<file path="src/rtl/tts_pkg.sv">
//------------------------------------------------------------------------------
// tts_pkg : shared types and limits for the truth-table sweeper
// Rev 1.0
//------------------------------------------------------------------------------
`default_nettype none

package tts_pkg;

  localparam int TTS_MAX_N      = 16;
  localparam int TTS_MAX_SETTLE = 15;

  typedef enum logic [1:0] {
    S_IDLE   = 2'd0,
    S_WAIT   = 2'd1,
    S_SAMPLE = 2'd2,
    S_DONE   = 2'd3
  } tts_state_e;

  // Counter preload so that WAIT lasts exactly `settle` cycles.
  function automatic logic [3:0] tts_settle_load(input int settle);
    return (settle > 0) ? 4'(settle - 1) : 4'd0;
  endfunction

endpackage

`default_nettype wire

</file>
<file path="src/rtl/tts_settle_cnt.sv">
//------------------------------------------------------------------------------
// tts_settle_cnt : 4-bit down-counter with load and terminal pulse
// Rev 1.0
//------------------------------------------------------------------------------
`default_nettype none

module tts_settle_cnt (
  input  logic       clk,
  input  logic       rst,
  input  logic       load,
  input  logic       en,
  input  logic [3:0] load_val,
  output logic       tc
);

  logic [3:0] cnt;

  always_ff @(posedge clk or posedge rst) begin
    if (rst) begin
      cnt <= 4'd0;
    end else if (load) begin
      cnt <= load_val;
    end else if (en && (cnt != 4'd0)) begin
      cnt <= cnt - 4'd1;
    end
  end

  assign tc = en && (cnt == 4'd0);

endmodule

`default_nettype wire

</file>
<file path="src/rtl/truth_table_sweeper.sv">
//------------------------------------------------------------------------------
// truth_table_sweeper : exhaustive equivalence check of two 1-bit functions
// Rev 1.0
//------------------------------------------------------------------------------
`default_nettype none

module truth_table_sweeper
  import tts_pkg::*;
#(
  parameter int N_IN   = 4,
  parameter int SETTLE = 1
) (
  input  logic            clk,
  input  logic            rst,
  input  logic            start,
  input  logic            abort,
  output logic [N_IN-1:0] vec,
  input  logic            fa,
  input  logic            fb,
  output logic            busy,
  output logic            done,
  output logic            match,
  output logic [N_IN:0]   mism_cnt,
  output logic [N_IN-1:0] first_bad,
  output logic            first_bad_vld
);

  generate
    if (N_IN < 1 || N_IN > TTS_MAX_N) begin : g_bad_n_in
      $error("truth_table_sweeper: N_IN out of range 1..16");
    end
    if (SETTLE < 0 || SETTLE > TTS_MAX_SETTLE) begin : g_bad_settle
      $error("truth_table_sweeper: SETTLE out of range 0..15");
    end
  endgenerate

  localparam logic [N_IN-1:0] VEC_ONES   = {N_IN{1'b1}};
  localparam logic [3:0]      SETTLE_LD  = tts_settle_load(SETTLE);
  localparam tts_state_e      VEC_ENTRY  = (SETTLE > 0) ? S_WAIT : S_SAMPLE;

  tts_state_e    state;
  logic          settle_tc;
  logic          diff;
  logic [N_IN:0] cnt_inc;

  // The counter is preloaded whenever we are outside WAIT, so each entry
  // into WAIT starts a fresh settle interval without extra control.
  tts_settle_cnt u_settle (
    .clk      (clk),
    .rst      (rst),
    .load     (state != S_WAIT),
    .en       (state == S_WAIT),
    .load_val (SETTLE_LD),
    .tc       (settle_tc)
  );

  assign diff    = fa ^ fb;
  assign cnt_inc = mism_cnt + {{N_IN{1'b0}}, diff};

  always_ff @(posedge clk or posedge rst) begin
    if (rst) begin
      state         <= S_IDLE;
      vec           <= '0;
      busy          <= 1'b0;
      done          <= 1'b0;
      match         <= 1'b0;
      mism_cnt      <= '0;
      first_bad     <= '0;
      first_bad_vld <= 1'b0;
    end else begin
      done <= 1'b0;
      case (state)
        S_IDLE: begin
          if (start) begin
            vec           <= '0;
            mism_cnt      <= '0;
            first_bad     <= '0;
            first_bad_vld <= 1'b0;
            match         <= 1'b0;
            busy          <= 1'b1;
            state         <= VEC_ENTRY;
          end
        end
        S_WAIT: begin
          if (abort) begin
            busy  <= 1'b0;
            state <= S_IDLE;
          end else if (settle_tc) begin
            state <= S_SAMPLE;
          end
        end
        S_SAMPLE: begin
          if (abort) begin
            busy  <= 1'b0;
            state <= S_IDLE;
          end else begin
            mism_cnt <= cnt_inc;
            if (diff && !first_bad_vld) begin
              first_bad     <= vec;
              first_bad_vld <= 1'b1;
            end
            // vec stops at all ones rather than wrapping back to zero.
            if (vec == VEC_ONES) begin
              done  <= 1'b1;
              busy  <= 1'b0;
              match <= (cnt_inc == '0);
              state <= S_DONE;
            end else begin
              vec   <= vec + 1'b1;
              state <= VEC_ENTRY;
            end
          end
        end
        S_DONE: begin
          state <= S_IDLE;
        end
        default: begin
          state <= S_IDLE;
        end
      endcase
    end
  end

endmodule

`default_nettype wire

</file>
<file path="config.mk">
export PLATFORM = sky130hd
export DESIGN_NAME = truth_table_sweeper
export DESIGN_NICKNAME = d
export VERILOG_FILES = /design/src/rtl/tts_pkg.sv /design/src/rtl/tts_settle_cnt.sv /design/src/rtl/truth_table_sweeper.sv
export SDC_FILE = /design/constraint.sdc
export NUM_CORES = 1
export LEC_CHECK = 0
export BUFFER_PORTS_ARGS = -buffer_cell sky130_fd_sc_hd__buf_4
export CAP_MARGIN = 0
export CORE_MARGIN = 3
export CORE_UTILIZATION = 52
export CTS_CLUSTER_DIAMETER = 50
export CTS_CLUSTER_SIZE = 28
export DETAILED_ROUTE_END_ITERATION = 16
export PLACE_DENSITY = 0.75
export SLEW_MARGIN = 40
export SYNTH_ARGS = -nofsm -noshare
export SYNTH_HDL_FRONTEND = slang
export SYNTH_SLANG_ARGS = --single-unit
</file>
<file path="constraint.sdc">
create_clock -name clk -period 4.8 [get_ports clk]
set_input_delay 0.72 -clock clk [delete_from_list [all_inputs] [get_ports clk]]
set_output_delay 0.72 -clock clk [all_outputs]
set_load 0.02 [all_outputs]
</file>
==> impl_metrics.csv <==
group,metric,value,unit
clock_tree,cts.path.max_buffers,2,
clock_tree,cts.htree.levels,1,
clock_tree,clock_latency,0.30,ns
cells_and_area,stdcell_count,180,
critical_path,timing.rr.end,"mism_cnt[2]",
critical_path,critPathLaunchType,"register",
routing,drc,0,
cells_and_area,diodes,0,
sta,skew,0.005576,ns
cells_and_area,syn2layout_area_growth,15.41,%
sta,relSlewSlack,64.13,%
critical_path,cpPeakStageDelay,0.46,ns
clock_tree,cts_tree,"yes",
critical_path,endpoint_kind,"register",
placed_design,portBuffers,22,
die,core-area,2318,um2
power,ir_worst_vdd,0.3380,mV
cells_and_area,drive_gt1_share,25.00,%
critical_path,r2r_start,"state[0]",
global_route,grt-ovfl-total,0,
routing,via_per_inst,5.911,
yosys,synth_nets,143,
global_route,grt_pass1_vias,998,
yosys,yosys.area.top_type,"dfrtp_1",
yosys,yosysMostFrequentCell,"dfrtp_1",
run,max_cap_viol_count,0,
critical_path,path_class,"reg -> reg",
sta,rsz0062_at_grt,"false",
critical_path,rr_worst_depth,6,
critical_path,timing.critical_path.buf_inv,1,
clock_tree,root_buffer,"clkbuf_4",
sta,fin_setup_tns,0,ns
yosys,netlist.area_leader.share,43.48,%
power,pwr_density_cell,380.6,nW/um2
clock_tree,cts_made_buffers,3,
die,design.portCount,23,
placed_design,placed_cells,176,
yosys,ys_seq_area_share,43.48,%
outcome,outcome,"finished, final reports clean",
cells_and_area,nets,168,
yosys,async_reset_ff_share,100.0,%
sta,fin_crit_sh,43.11,%
yosys,synth.ff_latch_count,23,
global_route,antenna_found_initial,0,
routing,routed_wirelength,2681,um
hold_path,hold_path_class,"in -> async",
yosys,avgSynthCellArea,10.34,um2
die,die_w,56.46,um
yosys,synth_flop_cell,"dfrtp_1",
placed_design,dp_hpwl,2039,um
sta,finalCriticalPeriod,2.069,ns
yosys,synth_area_leaders,"dfrtp_1 43%, ha_1 8.5%, a22o_1 4.0%",
routing,wire_per_inst,14.89,um
cells_and_area,fillers,197,
critical_path,r2r_slack,2.73,ns
sta,finalHoldViolations,0,
yosys,synth_edf_count,0,
critical_path,crit_required,5.01,ns
critical_path,crit_path_max_fanout,14,
critical_path,crit_family,"compound AO/OA/AOI/OAI gates",
sta,worst_pin_slew,0.5335,ns
yosys,synthCells,128,
critical_path,cp_slowest_cell,"ha_1",
die,die_area,3187,um2
sta,drv_slew,0,
clock_tree,cts_hold_repair.buffers,0,
routing,ant_nets,0,
placed_design,place_congestion,0.7271,
clock_tree,clk_pin_slew,0.12,ns
die,rows,17,
routing,vias,1064,
yosys,yosysUniqueCellTypes,41,
sta,timing.fmax,0.4833,GHz
sta,whs,0.4189,ns
sta,setup-violations-final,0,
routing,initialDrtViolationCount,22,
power,p_leak,0.0007213,uW
global_route,grt_max_degree,24,
global_route,grt_pass1_wl,4540,um
routing,dr.pass1.iters,4,
global_route,grt.total_usage,17.88,%
clock_tree,postCtsSetupRepairBufs,0,
die,die_h,56.46,um
yosys,yosysWarnings,0,
yosys,netlist_area,1324,um2
critical_path,cp.arrival,2.27,ns
clock_tree,clkSinkCount,23,
die,initial_core_util,57.10,%
clock_tree,cts_resized,0,
yosys,synth_common_cells,"23 x dfrtp_1, 11 x nand2_1, 9 x ha_1, 9 x inv_1, 9 x nor2_1",
critical_path,path_cells,"inv_1 > ha_1 > and3b_2 > a21oi_4 > o21ai_0 > a22o_2",
report_power, final:
group / total [uW] / switching (uW) / internal (uW)
clock: 88.6 / 56.2 / 32.4
sequential: 243 / 26.3 / 217
combinational: 250 / 149 / 101
state kept, by name, indices dropped and copies added, names as in the netlist:
register,count
first_bad_vld,1
u_settle.cnt,4
match,1
first_bad,4
busy,1
vec,4
done,1
state,2
mism_cnt,5
metrics by stage:
stage | setup slack [ns] | utilization (%) | total power, uW | instance area, um2
floorplan | 2.684 | - | 438.9 | 1324
CTS | 2.734 | 65.89 | 589.8 | 1528
detailed placement | 2.427 | 64.76 | 499.5 | 1501
global route | 2.539 | 65.89 | 626.0 | 1528
global placement | 2.524 | 64.76 | 486.4 | 1501
finish | 2.731 | 65.89 | 581.5 | 1528
worst reg2reg max path: cells and delay by family, from the launching register on:
family	cells	cell delay, ns
AOI/OAI and AO/OA	3	0.64
adders and majority gates	1	0.46
buffers and inverters	1	0.13
DFF	1	0.43
and+or+nand+nor	1	0.30
area by class of cell:
cell class | instances | area (um2) | area share, %
multi-input combinational | 94 | 691.9 | 45.29
sequential | 23 | 575.6 | 37.67
timing repair buffer | 22 | 165.2 | 10.81
tap | 28 | 35.03 | 2.293
inverter | 9 | 33.78 | 2.211
clock buffer | 4 | 26.28 | 1.720
worst max-delay path by stage:
stage	endpoint	depth (start not counted)	from
2_1_floorplan	match	7	fb
3_3_place_gp	match	8	fb
3_5_place_dp	match	9	fb
4_1_cts	mism_cnt[2]	6	state[0]
5_1_grt	vec[0]	6	state[0]
6_report	mism_cnt[2]	6	state[0]
logic make-up (layout without fill, tap and decap cells):
kind of cell	Yosys count	after routing	share of synthesized area [%]
xor+xnor	3	3	1.985
flops	23	23	43.48
compound gates	34	34	20.32
buf+inv	11	35	4.253
simple gates	48	48	21.46
fa+ha+maj	9	9	8.507
cells in the final DEF (no fill, tap or decap), drive strengths merged, types with 3 or more instances in the layout:
cell / netlist / layout
nor2: 9 / 9
nand4: 3 / 3
clkbuf: 0 / 4
xnor2: 3 / 3
nand2b: 4 / 4
buf: 2 / 22
dfrtp: 23 / 23
a21oi: 7 / 7
a22o: 8 / 8
nand3: 4 / 4
ha: 9 / 9
nor3: 4 / 4
o21ai: 7 / 7
inv: 9 / 9
nand2: 11 / 11
layer usage:
| metal | vias up | GRT usage [%] | wire [um] |
|---|---|---|---|
| met4 | 0 | 6.780 | 43 |
| met3 | 6 | 2.759 | 166 |
| li1 | 510 | - | - |
| met2 | 41 | 29.04 | 1261 |
| met1 | 507 | 23.80 | 1209 |
| met5 | - | 0 | 0 |
Note: power is estimated with default switching activity, not from simulation.
